==> src/rtl/mem_port_arbiter.sv <==
// mem_port_arbiter
// Shares one single-ported memory between the instruction-fetch port (if_*)
// and the load/store port (d_*). Data has fixed priority; fetch is granted
// once data has won STARVE_LIMIT consecutive grants while fetch was waiting.
// Only one memory access is outstanding at a time.
//
// Ports
//   clk, rst                    clock, synchronous active-high reset
//   if_req/if_addr              fetch request, held until if_gnt
//   if_gnt/if_rvalid/if_rdata   fetch accept, completion pulse, read data
//   d_req/d_we/d_addr/
//   d_wdata/d_wstrb             load/store request, held until d_gnt
//   d_gnt/d_rvalid/d_rdata      load/store accept, completion pulse, load data
//                               (d_rdata is 0 when a store completes)
//   mem_req/mem_we/mem_addr/
//   mem_wdata/mem_wstrb         memory access, driven from latched fields
//   mem_ready/mem_rdata         memory completion and read data
//
// Optional feature, macro ARB_PERF_EN: adds 32-bit wrapping counters
//   perf_if_grants, perf_d_grants and perf_if_stall (cycles with if_req
//   high but no if_gnt). Arbitration is identical with or without it.
module mem_port_arbiter #(
    parameter int ADDR_WIDTH   = 64,
    parameter int DATA_WIDTH   = 64,
    parameter int STARVE_LIMIT = 4
) (
    input  logic                    clk,
    input  logic                    rst,
    input  logic                    if_req,
    input  logic [ADDR_WIDTH-1:0]   if_addr,
    output logic                    if_gnt,
    output logic                    if_rvalid,
    output logic [DATA_WIDTH-1:0]   if_rdata,
    input  logic                    d_req,
    input  logic                    d_we,
    input  logic [ADDR_WIDTH-1:0]   d_addr,
    input  logic [DATA_WIDTH-1:0]   d_wdata,
    input  logic [DATA_WIDTH/8-1:0] d_wstrb,
    output logic                    d_gnt,
    output logic                    d_rvalid,
    output logic [DATA_WIDTH-1:0]   d_rdata,
    output logic                    mem_req,
    output logic                    mem_we,
    output logic [ADDR_WIDTH-1:0]   mem_addr,
    output logic [DATA_WIDTH-1:0]   mem_wdata,
    output logic [DATA_WIDTH/8-1:0] mem_wstrb,
    input  logic                    mem_ready,
    input  logic [DATA_WIDTH-1:0]   mem_rdata
`ifdef ARB_PERF_EN
    ,
    output logic [31:0]             perf_if_grants,
    output logic [31:0]             perf_d_grants,
    output logic [31:0]             perf_if_stall
`endif
);

    localparam int STRB_WIDTH   = DATA_WIDTH / 8;
    localparam int STREAK_WIDTH = $clog2(STARVE_LIMIT + 1);
    localparam logic [STREAK_WIDTH-1:0] STREAK_MAX = STREAK_WIDTH'(STARVE_LIMIT);

    localparam logic [1:0] IDLE    = 2'd0;
    localparam logic [1:0] BUSY_IF = 2'd1;
    localparam logic [1:0] BUSY_D  = 2'd2;

    logic [1:0]              state;
    logic [STREAK_WIDTH-1:0] streak;
    logic                    we_q;
    logic [ADDR_WIDTH-1:0]   addr_q;
    logic [DATA_WIDTH-1:0]   wdata_q;
    logic [STRB_WIDTH-1:0]   wstrb_q;

    logic busy_if;
    logic busy_d;
    logic accept;
    logic starve;
    logic grant_if;
    logic grant_d;

    assign busy_if = (state == BUSY_IF);
    assign busy_d  = (state == BUSY_D);

    // A new access may start when idle or in the completion cycle of the
    // current one; suppressed during reset so nothing is granted and lost.
    assign accept   = !rst && ((state == IDLE) || mem_ready);
    assign starve   = if_req && (streak == STREAK_MAX);
    assign grant_d  = accept && d_req && !starve;
    assign grant_if = accept && if_req && !grant_d;

    always_ff @(posedge clk) begin
        if (rst) begin
            state   <= IDLE;
            streak  <= '0;
            we_q    <= 1'b0;
            addr_q  <= '0;
            wdata_q <= '0;
            wstrb_q <= '0;
        end else begin
            if (accept) begin
                if (grant_d) begin
                    state   <= BUSY_D;
                    we_q    <= d_we;
                    addr_q  <= d_addr;
                    wdata_q <= d_wdata;
                    wstrb_q <= d_wstrb;
                end else if (grant_if) begin
                    state   <= BUSY_IF;
                    we_q    <= 1'b0;
                    addr_q  <= if_addr;
                    wdata_q <= '0;
                    wstrb_q <= '0;
                end else begin
                    state   <= IDLE;
                end
            end

            // streak counts data grants that overtook a waiting fetch
            if (grant_if || !if_req) begin
                streak <= '0;
            end else if (grant_d && (streak != STREAK_MAX)) begin
                streak <= streak + STREAK_WIDTH'(1);
            end
        end
    end

    assign if_gnt    = grant_if;
    assign d_gnt     = grant_d;

    // Completion is passed straight through in the mem_ready cycle; a
    // reset in that cycle abandons the access without a completion pulse.
    assign if_rvalid = busy_if && mem_ready && !rst;
    assign d_rvalid  = busy_d && mem_ready && !rst;
    assign if_rdata  = if_rvalid ? mem_rdata : '0;
    assign d_rdata   = (d_rvalid && !we_q) ? mem_rdata : '0;

    assign mem_req   = busy_if || busy_d;
    assign mem_we    = busy_d && we_q;
    assign mem_addr  = addr_q;
    assign mem_wdata = wdata_q;
    assign mem_wstrb = (busy_d && we_q) ? wstrb_q : '0;

`ifdef ARB_PERF_EN
    always_ff @(posedge clk) begin
        if (rst) begin
            perf_if_grants <= '0;
            perf_d_grants  <= '0;
            perf_if_stall  <= '0;
        end else begin
            if (grant_if) begin
                perf_if_grants <= perf_if_grants + 32'd1;
            end
            if (grant_d) begin
                perf_d_grants <= perf_d_grants + 32'd1;
            end
            if (if_req && !grant_if) begin
                perf_if_stall <= perf_if_stall + 32'd1;
            end
        end
    end
`endif

endmodule

==> config.mk <==
export PLATFORM = sky130hd
export DESIGN_NAME = mem_port_arbiter
export DESIGN_NICKNAME = d
export VERILOG_FILES = /design/src/rtl/mem_port_arbiter.sv
export SDC_FILE = /design/constraint.sdc
export NUM_CORES = 1
export LEC_CHECK = 0
export BUFFER_PORTS_ARGS = -buffer_cell sky130_fd_sc_hd__buf_4
export CAP_MARGIN = 20
export CELL_PAD_IN_SITES_DETAIL_PLACEMENT = 1
export CELL_PAD_IN_SITES_GLOBAL_PLACEMENT = 1
export CORE_AREA = 3 3 207 209
export CTS_BUF_LIST = sky130_fd_sc_hd__clkbuf_8
export DETAILED_ROUTE_END_ITERATION = 10
export DIE_AREA = 0 0 210 212
export PLACE_DENSITY_LB_ADDON = 0.1
export SLEW_MARGIN = 20
export SYNTH_ARGS = -nofsm -noshare
export SYNTH_HDL_FRONTEND = slang
export SYNTH_SLANG_ARGS = --single-unit
export TNS_END_PERCENT = 10
==> constraint.sdc <==
create_clock -name clk -period 4.4 [get_ports clk]
set_clock_uncertainty 0.1 [all_clocks]
set_input_delay 0.22 -clock clk [delete_from_list [all_inputs] [get_ports clk]]
set_output_delay 0.22 -clock clk [all_outputs]
set_load 0.1 [all_outputs]
Word level (Yosys, flattened, before mapping)
Index checks and enable logic that the tools add are counted.

operators by class
  add/sub/neg operators = 1
  equal/unequal tests = 4
  mux-type cells = 13
  reductions and logical operators = 25

operators with widths
  cell                   count
  $mux W64               6
  $mux W8                3
  $logic_and A1 B1 Y1    13
  $logic_not A1 Y1       5
  $add A3 B1 Y3 const B  1
  $eq A3 B3 Y1 const B   1
  $logic_or A1 B1 Y1     3
  $mux W1                3
  $ne A3 B3 Y1 const B   1
  $eq A2 B1 Y1 const B   1
  $eq A2 B2 Y1 const B   1
  $logic_not A2 Y1       1
  $mux W2                1
  $reduce_and A2 Y1      1
  $reduce_bool A2 Y1     1
  $reduce_or A2 Y1       1

storage, ports and cells
  register bits after elaboration = 142
  word-level logic and storage cells = 49

Depth between registers and ports, before layout
Gate-level depths: netlist of run 1.

  depth after elaboration = 9
  depth in mapped cells = 10
  depth with buffers taken out = 7

Worst setup path after synthesis of run 1
No wires, ideal clock.

  kind = register -> output
  start = reg state[0]
  end = out d_rdata[10]
  arrival time = 2.730 ns
  required time = 4.080 ns
  slack = 1.350 ns
  stages on the path, launching flop included = 8
  buffers on the path = 2
  cells stage by stage = dfxtp_1 -> inv_1 -> ha_1 -> and3b_1 -> nor2b_1 -> buf_2 -> clkbuf_2 -> and2_1

between the ends
  word-level cells in the longest chain between the ends = 5

RTL lines
  element                            line  text
  start: declaration                 65    logic [1:0] state;
  start signal: assignment           91    state <= IDLE;
  start signal: assignment           100   state <= BUSY_D;
  start signal: assignment           106   state <= BUSY_IF;
  $eq A2 B2 Y1                       80    assign busy_d = (state == BUSY_D);
  $logic_and A1 B1 Y1 (2 in series)  131   assign d_rvalid = busy_d && mem_ready && !rst;
  named net d_rvalid                 40    output logic d_rvalid,
  $logic_and A1 B1 Y1                133   assign d_rdata = (d_rvalid && !we_q) ? mem_rdata : '0;
  $mux W64                           133
  end: declaration                   41    output logic [DATA_WIDTH-1:0] d_rdata,

The timed path passes the listed nets, and every way through them passes these cells.

Worst setup path after layout of run 1
  start = reg state[1]
  end = reg addr_q[16] (netlist: mem_addr[16])

between the ends
  word-level cells in the longest chain between the ends = 9

RTL lines
  element                              line  text
  $logic_not A2 Y1 *                   84    assign accept = !rst && ((state == IDLE) || mem_ready);
  $logic_or A1 B1 Y1 *                 84
  $logic_and A1 B1 Y1 *                84
  $logic_and A1 B1 Y1 (2 in series)    86    assign grant_d = accept && d_req && !starve;
  $logic_not A1 Y1                     87    assign grant_if = accept && if_req && !grant_d;
  $logic_and A1 B1 Y1                  87
  $reduce_bool A2 Y1 (no source line)  n/a
  $reduce_and A2 Y1 (no source line)   n/a
  end signal: assignment               102   addr_q <= d_addr;
  end signal: assignment               108   addr_q <= if_addr;
  end: declaration                     68    logic [ADDR_WIDTH-1:0] addr_q;

Mark *: on every way between the ends. The rest lies on a longest branch, timed or not.
A chain may end at the register's enable or synchronous reset.

==> metrics.md, run 1 <==
| Metric | Value |
|---|---|
| Outcome | `finished clean` |
| Share of the synthesized area in compound gates (AO/OA/AOI/OAI) | `22.7%` |
| Number of pins with negative max-slew slack in the final report | `0` |
| Number of unique standard cell types used by synthesis | `30` |
| Area share of the largest cell type after synthesis | `39.3%` |
| Total overflow reported by the global router | `0` |
| Area growth, synth to finish | `93.3%` |
| Core Footprint | `41000 um2` |
| CTS tree | `yes` |
| Wire length of the first global-routing pass | `59200 um` |
| Adder and majority cell fraction of the synthesized area | `0.864%` |
| Weighted congestion reported at the end of routability-driven placement | `0.811` |
| Average footprint of a synthesized cell | `8.25 um2` |
| Crit path buffers/inverters | `4` |
| Post-synthesis share of cell area spent on and, or, nand and nor gates | `29.2%` |
| Worst-case vdd ir drop | `0.000156 V` |
| Total negative slack | `0 ps` |
| Share of cell area taken by muxes after synthesis | `0.138%` |
| Synthesized flop and latch total | `142` |
| Final Worst Setup Slack | `882 ps` |
| Number of antenna violations at the first check in global routing | `8` |
| CTS buffer count | `17` |
| Startpoint-to-endpoint class of the critical path | `flop to flop` |
| Most common flop cell mapped by yosys | `dfxtp_1` |
| Post-synthesis instance area | `7240 um2` |
| Slew at the pin closest to its max-slew limit | `1030 ps` |
| Pleak | `6.35 nW` |
| Gates resized, CTS repair | `0` |
| Required @ worst endpoint | `4720 ps` |
| Data arrival time at the worst-slack endpoint | `3840 ps` |
| Number of enable flip-flop cells after synthesis | `0` |
| Per-cell via count in the routed design | `4.18` |
| Highest cell delay on the worst timing path | `580 ps` |
| Yosys top cell by area | `dfxtp_1` |
| Number of nets still failing antenna checks after routing | `0` |
| Number of vias in the routed layout | `8855` |
| Area of the die | `44500 um2` |
| Number of H-tree levels | `4` |
| Worst r2r src | `state[1]` |
| Hold path depth | `4` |
| Final period utilization | `80.0%` |
| Maximum operating frequency | `0.284 GHz` |
| Maximum number of pins on one net before global-route repair | `78` |
| Count of buffers from port buffering | `539` |
| Std cell rows | `74` |
| Top-level port count | `540` |
| Fillcell total | `4952` |
| WL final | `40700 um` |
| Detailed Route Iter0 Violations | `377` |
| Nets | `1840` |
| CP cell instances | `inv_1 -> ha_1 -> or2_1 -> nand3_4 -> inv_6 -> buf_12 -> a21oi_1 -> a211oi_1 -> dlygate4sd3_1` |
| Hold endpoint | `state[1]` |
| Top cell types by occurrence after synthesis | `dfxtp_1, nand2_1, and2_1` |
| Sequential share of the synthesized area | `39.3%` |
| Category of cells accounting for the largest share of critical-path delay | `buffers and inverters` |
| Syn nets | `1153` |
| Relative slew margins | `31.5%` |
| Overall Power | `4.03 mW` |
| Final period demand of the worst path | `3520 ps` |
| Xor/xnor cell area share of the yosys netlist | `0.121%` |
| Remaining design rule violation count | `0` |
| Number of buffers between clock root and the deepest sink | `2` |
| Final number of setup-violating endpoints | `0` |
| Number of iterations in the first detailed-routing pass | `4` |
| Post-DR wirelength/cell | `19.2 um` |
| Number of global-route vias before repair | `9459` |
| Gr usage total | `17.5%` |
| Sinks on the clock net | `142` |
| Clock-pin transition on the worst setup and hold timing paths | `80 ps` |
| Final Hold Vio Count | `0` |
| Cell types with the largest area share after synthesis | `dfxtp_1, and2_1, a211oi_2` |
| Die width | `210 um` |
| Maximum net fanout on the critical path | `59` |
| Fraction of final layout cells with drive strength greater than 1 | `43.6%` |
| Cell area power density | `288 nW/um2` |
| Share of synthesized flip-flops with an asynchronous set or reset | `0%` |
| Post-CTS Setup Repair Bufs | `0` |
| Worst min path class | `input port to flop` |
| Setup repair after global routing missed its margin | `no` |
| Cell chosen for the clock root | `clkbuf_8` |
| Critical path endpoint category | `flop` |
| Startpoint Class | `flop` |
| Number of buffers inserted for hold repair after clock tree synthesis | `204` |
| Most frequently used cell type in the post-synthesis netlist | `dfxtp_1` |
| Critical hold path startpoint | `d_req` |
| Combinational family with the most area after synthesis | `simple AND/OR/NAND/NOR gates` |
| Pre-CTS WS | `1330 ps` |
| Max capacitance violation total | `0` |
| Clock latency reported for the late side of the worst-skew pair | `480 ps` |
| Initial core utilization | `17.6%` |
| Instance count of the mapped netlist | `878` |
| Die extent in y | `212 um` |
| YS warnings | `0` |
| Depth of the most critical reg-to-reg path | `9` |
| Reg-to-reg setup timing slack | `880 ps` |
| Half-perimeter wire length after placement | `29800 um` |
| R2R Path End | `mem_addr[16]` |
| Worst path slowest cell | `dlygate4sd3_1` |
-- registers in the layout, indices dropped and copies added (netlist names) --
name       flops
mem_addr      64
streak         3
mem_wdata     64
state          2
wstrb_q        8
we_q           1
-- metrics by stage --
stage	hold slack [ps]	utilization, %	std cells	instance area, um2
2_1_floorplan	256	-	878	7240
3_3_place_gp	351	28.2	1873	11500
3_5_place_dp	359	28.2	1874	11600
4_1_cts	50.6	34.1	2110	14000
5_1_grt	87.6	34.1	2116	14000
6_report	107	34.1	2116	14000
-- power by group --
group,switching [mW],internal (mW)
combinational,1.04,0.524
clock,0.590,0.460
sequential,0.0507,1.37
total,1.68,2.35
-- placed cells by master (no fill, tap or decap), types with 4 or more instances in the layout --
master / count
a21oi_2: 50
ha_1: 5
dlygate4sd3_1: 204
and3_1: 8
nand2_1: 140
diode_2: 6
nand3_1: 76
dfxtp_1: 142
a211oi_2: 51
inv_1: 5
buf_12: 4
a21oi_1: 89
and2_1: 130
a211oi_1: 14
clkinv_2: 4
nor2_1: 70
buf_4: 543
clkbuf_8: 18
-- cell families (layout without fill, tap and decap cells) --
logic type	after synthesis	count (layout)
compound gates	207	207
xor+xnor	1	1
fa+ha+maj	5	5
buf+inv	89	789
flops	142	142
mux	1	1
other cells	0	6
simple gates	433	433
-- cell type report --
class / count / area [um2] / share of cell area (%)
clock buffers: 18 / 248 / 1.77
inverters: 5 / 23.8 / 0.170
multi-input cells: 647 / 3870 / 27.7
diodes: 6 / 15.0 / 0.107
flip-flops and latches: 142 / 2840 / 20.3
clock inverters: 14 / 120 / 0.858
well taps: 532 / 666 / 4.76
repair buffers: 752 / 6210 / 44.4
-- tightest hold or removal path: stages --
cell	delay (ps)
buf_4	120
and2_1	170
nand2_1	80
a21oi_1	60
-- routing by layer --
layer / GRT usage, % / vias up / routed length, um
li1: - / 4308 / -
met1: 18.9 / 4206 / 15400
met2: 31.9 / 308 / 21300
met3: 6.24 / 29 / 3230
met4: 5.91 / 4 / 755
met5: 0 / - / 32
-- worst max-delay path by stage --
| stage | end | start | cells after the start | slack (ps) |
|---|---|---|---|---|
| floorplan | d_rdata[10] | state[0] | 7 | 1350 |
| global placement | mem_addr[19] | state[0] | 8 | 1380 |
| detailed placement | mem_addr[16] | state[1] | 8 | 1330 |
| CTS | mem_addr[16] | state[1] | 9 | 790 |
| global route | mem_addr[16] | state[1] | 9 | 590 |
| finish | mem_addr[16] | state[1] | 9 | 880 |
Power figures use the tool's default switching activity.
==> inputs of run 2 (changes only) <==
--- a/config.mk
+++ b/config.mk
@@ -9,10 +9,10 @@
 export CAP_MARGIN = 20
 export CELL_PAD_IN_SITES_DETAIL_PLACEMENT = 1
 export CELL_PAD_IN_SITES_GLOBAL_PLACEMENT = 1
-export CORE_AREA = 3 3 207 209
+export CORE_AREA = 3 3 208 210
 export CTS_BUF_LIST = sky130_fd_sc_hd__clkbuf_8
 export DETAILED_ROUTE_END_ITERATION = 10
-export DIE_AREA = 0 0 210 212
+export DIE_AREA = 0 0 211 213
 export PLACE_DENSITY_LB_ADDON = 0.1
 export SLEW_MARGIN = 20
 export SYNTH_ARGS = -nofsm -noshare
==> constraint.sdc (replaced) <==
create_clock -name clk -period 3.35 [get_ports clk]
set_clock_uncertainty 0.1 [all_clocks]
set_input_delay 0.1675 -clock clk [delete_from_list [all_inputs] [get_ports clk]]
set_output_delay 0.1675 -clock clk [all_outputs]
set_load 0.1 [all_outputs]
==> run 2 against run 1 <==
Effect of this change:
- sequential share of layout area shrank 0.67 points
- clock-buffer cell count grew 1
- combinational power is 34% higher
- fmax is 17% higher
- register-to-register slack got worse by 540 ps
==> metrics.md, run 2 (synthesis results as in run 1) <==
| Metric | Value |
|---|---|
| Number of antenna violations at the first check in global routing | `4 (-4)` |
| Placed cell area | `11600 um2 (+0.55%)` |
| Worst min path class | `input port to flop` |
| Detailed Route Iter0 Violations | `309 (-18%)` |
| Cell chosen for the clock root | `clkbuf_8` |
| Required @ worst endpoint | `3670 ps (-1050 ps)` |
| Number of pins with negative max-slew slack in the final report | `0 (unchanged)` |
| Post-DR wirelength/cell | `19.3 um (+0.15%)` |
| Weighted congestion reported at the end of routability-driven placement | `0.799 (-1.4%)` |
| Final period utilization | `89.9% (+9.9 points)` |
| Gr usage total | `17.6% (+0.075 points)` |
| Maximum number of pins on one net before global-route repair | `138 (+77%)` |
| Maximum net fanout on the critical path | `66 (+12%)` |
| Data arrival time at the worst-slack endpoint | `3330 ps (-510 ps)` |
| Pleak | `6.65 nW (+4.6%)` |
| Setup repair after global routing missed its margin | `no` |
| Initial core utilization | `17.3% (-0.31 points)` |
| Die width | `211 um (+0.48%)` |
| Area growth, synth to finish | `99.9%` |
| Overall Power | `5.54 mW (+37%)` |
| Number of nets still failing antenna checks after routing | `0 (unchanged)` |
| Final number of setup-violating endpoints | `0 (unchanged)` |
| Critical path endpoint category | `flop` |
| Number of buffers inserted for hold repair after clock tree synthesis | `239 (+17%)` |
| Slew at the pin closest to its max-slew limit | `775 ps (-252 ps)` |
| Post-CTS Setup Repair Bufs | `0 (unchanged)` |
| Core Footprint | `41800 um2 (+1.8%)` |
| Area of the die | `44900 um2 (+0.95%)` |
| CTS tree | `yes` |
| Sinks on the clock net | `142 (unchanged)` |
| Number of buffers between clock root and the deepest sink | `2 (unchanged)` |
| Final period demand of the worst path | `3010 ps (-507 ps)` |
| Count of buffers from port buffering | `539 (unchanged)` |
| Worst-case vdd ir drop | `0.000197 V (+26%)` |
| Die extent in y | `213 um (+0.47%)` |
| Total overflow reported by the global router | `0 (unchanged)` |
| Nets | `1879 (+2.1%)` |
| Clock-pin transition on the worst setup and hold timing paths | `90 ps (about the same)` |
| Fraction of final layout cells with drive strength greater than 1 | `42.9% (-0.74 points)` |
| Most common library cell in the layout ignoring fill and taps | `buf_4` |
| Max capacitance violation total | `0 (unchanged)` |
| Number of vias in the routed layout | `8989 (+1.5%)` |
| Top-level port count | `540 (unchanged)` |
| Clock latency reported for the late side of the worst-skew pair | `480 ps (about the same)` |
| Remaining design rule violation count | `0 (unchanged)` |
| Number of H-tree levels | `4 (unchanged)` |
| Commonest cells after routing, fill and taps aside | `buf_4, dlygate4sd3_1, dfxtp_1, nand2_1, and2_1` |
| Number of global-route vias before repair | `9800 (+3.6%)` |
| Cell area power density | `383 nW/um2 (+33%)` |
| WL final | `41600 um (+2.2%)` |
| Startpoint-to-endpoint class of the critical path | `flop to flop` |
| Startpoint Class | `flop` |
| Wire length of the first global-routing pass | `60200 um (+1.8%)` |
| Number of instances in the placed design | `1885 (+0.59%)` |
| Post-layout instance count excluding filler cells | `2159 (+2.0%)` |
| Relative slew margins | `48.3% (+17 points)` |
| Outcome | `finished clean` |
| Std cell rows | `75 (+1.4%)` |
| Per-cell via count in the routed design | `4.16 (-0.51%)` |
| Number of iterations in the first detailed-routing pass | `4 (unchanged)` |
| Final Hold Vio Count | `0 (unchanged)` |
| Post-layout util | `34.7% (+0.54 points)` |
| Gates resized, CTS repair | `0 (unchanged)` |
| Post-route cell area | `14500 um2 (+3.4%)` |
| Total negative slack | `0 ps (unchanged)` |
| Half-perimeter wire length after placement | `29700 um (-0.43%)` |
| Maximum operating frequency | `0.332 GHz (+17%)` |
| CTS buffer count | `17 (unchanged)` |
## run 2: cell types whose count changed in the layout (fill, tap and decap cells not counted)
| cell | before | now |
|---|---|---|
| buf_4 | 543 | 545 |
| bufinv_16 | 1 | 3 |
| clkinv_2 | 4 | 0 |
| dlygate4sd3_1 | 204 | 239 |
| clkbuf_8 | 18 | 19 |
| buf_12 | 4 | 6 |
| clkinv_4 | 3 | 6 |
| diode_2 | 6 | 3 |
| inv_8 | 0 | 1 |
| clkinvlp_4 | 3 | 1 |
| inv_1 | 5 | 4 |
## run 2: worst paths after layout
path / from / end / slack (ps) / cells past startpoint
setup / recovery: state[0] / mem_addr[42] / 340 / 8
hold / removal: d_req / streak[2] / 100 / 4
setup reg to reg: state[0] / mem_addr[42] / 340 / 8
hold reg to reg: wstrb_q[2] / wstrb_q[2] / 370 / 2
## run 2: cell type report
| class | count | area [um2] |
|---|---|---|
| Antenna cell | 3 | 7.51 |
| Clock buffer | 19 | 262 |
| Clock inverter | 13 | 179 |
| Fill cell | 5046 | 27300 |
| Inverter | 5 | 23.8 |
| Multi-Input combinational cell | 647 | 3870 |
| Sequential cell | 142 | 2840 |
| Tap cell | 539 | 674 |
| Timing Repair Buffer | 791 | 6620 |
## run 2: where the power goes
group	internal, mW	switching [mW]	total [mW]
clock network	0.792	0.790	1.58
registers	1.79	0.0676	1.86
logic	0.716	1.38	2.10
## run 2: metal layers
metal,vias to the layer above,global-route usage [%],wire (um)
met5,-,0,17
met4,2,5.36,732
met3,31,5.63,3150
met2,305,32.4,21700
met1,4266,19.3,16000
li1,4385,-,-
## run 2: critical path, stage by stage (launching register included)
cell and delay, ps:
dfxtp_1 370, inv_1 80, ha_1 210, or2_1 380, nand2_8 510, buf_4 340, a21oi_2 90, a211oi_2 220
dlygate4sd3_1 580
## run 2: metrics by stage
step                      hold slack (ps)  worst slack (ps)
after detailed placement              325               834
final                                 105               338
after global routing                 77.2              77.1
after CTS                            58.2               256
after floorplan                       204               352
after global placement                314               801
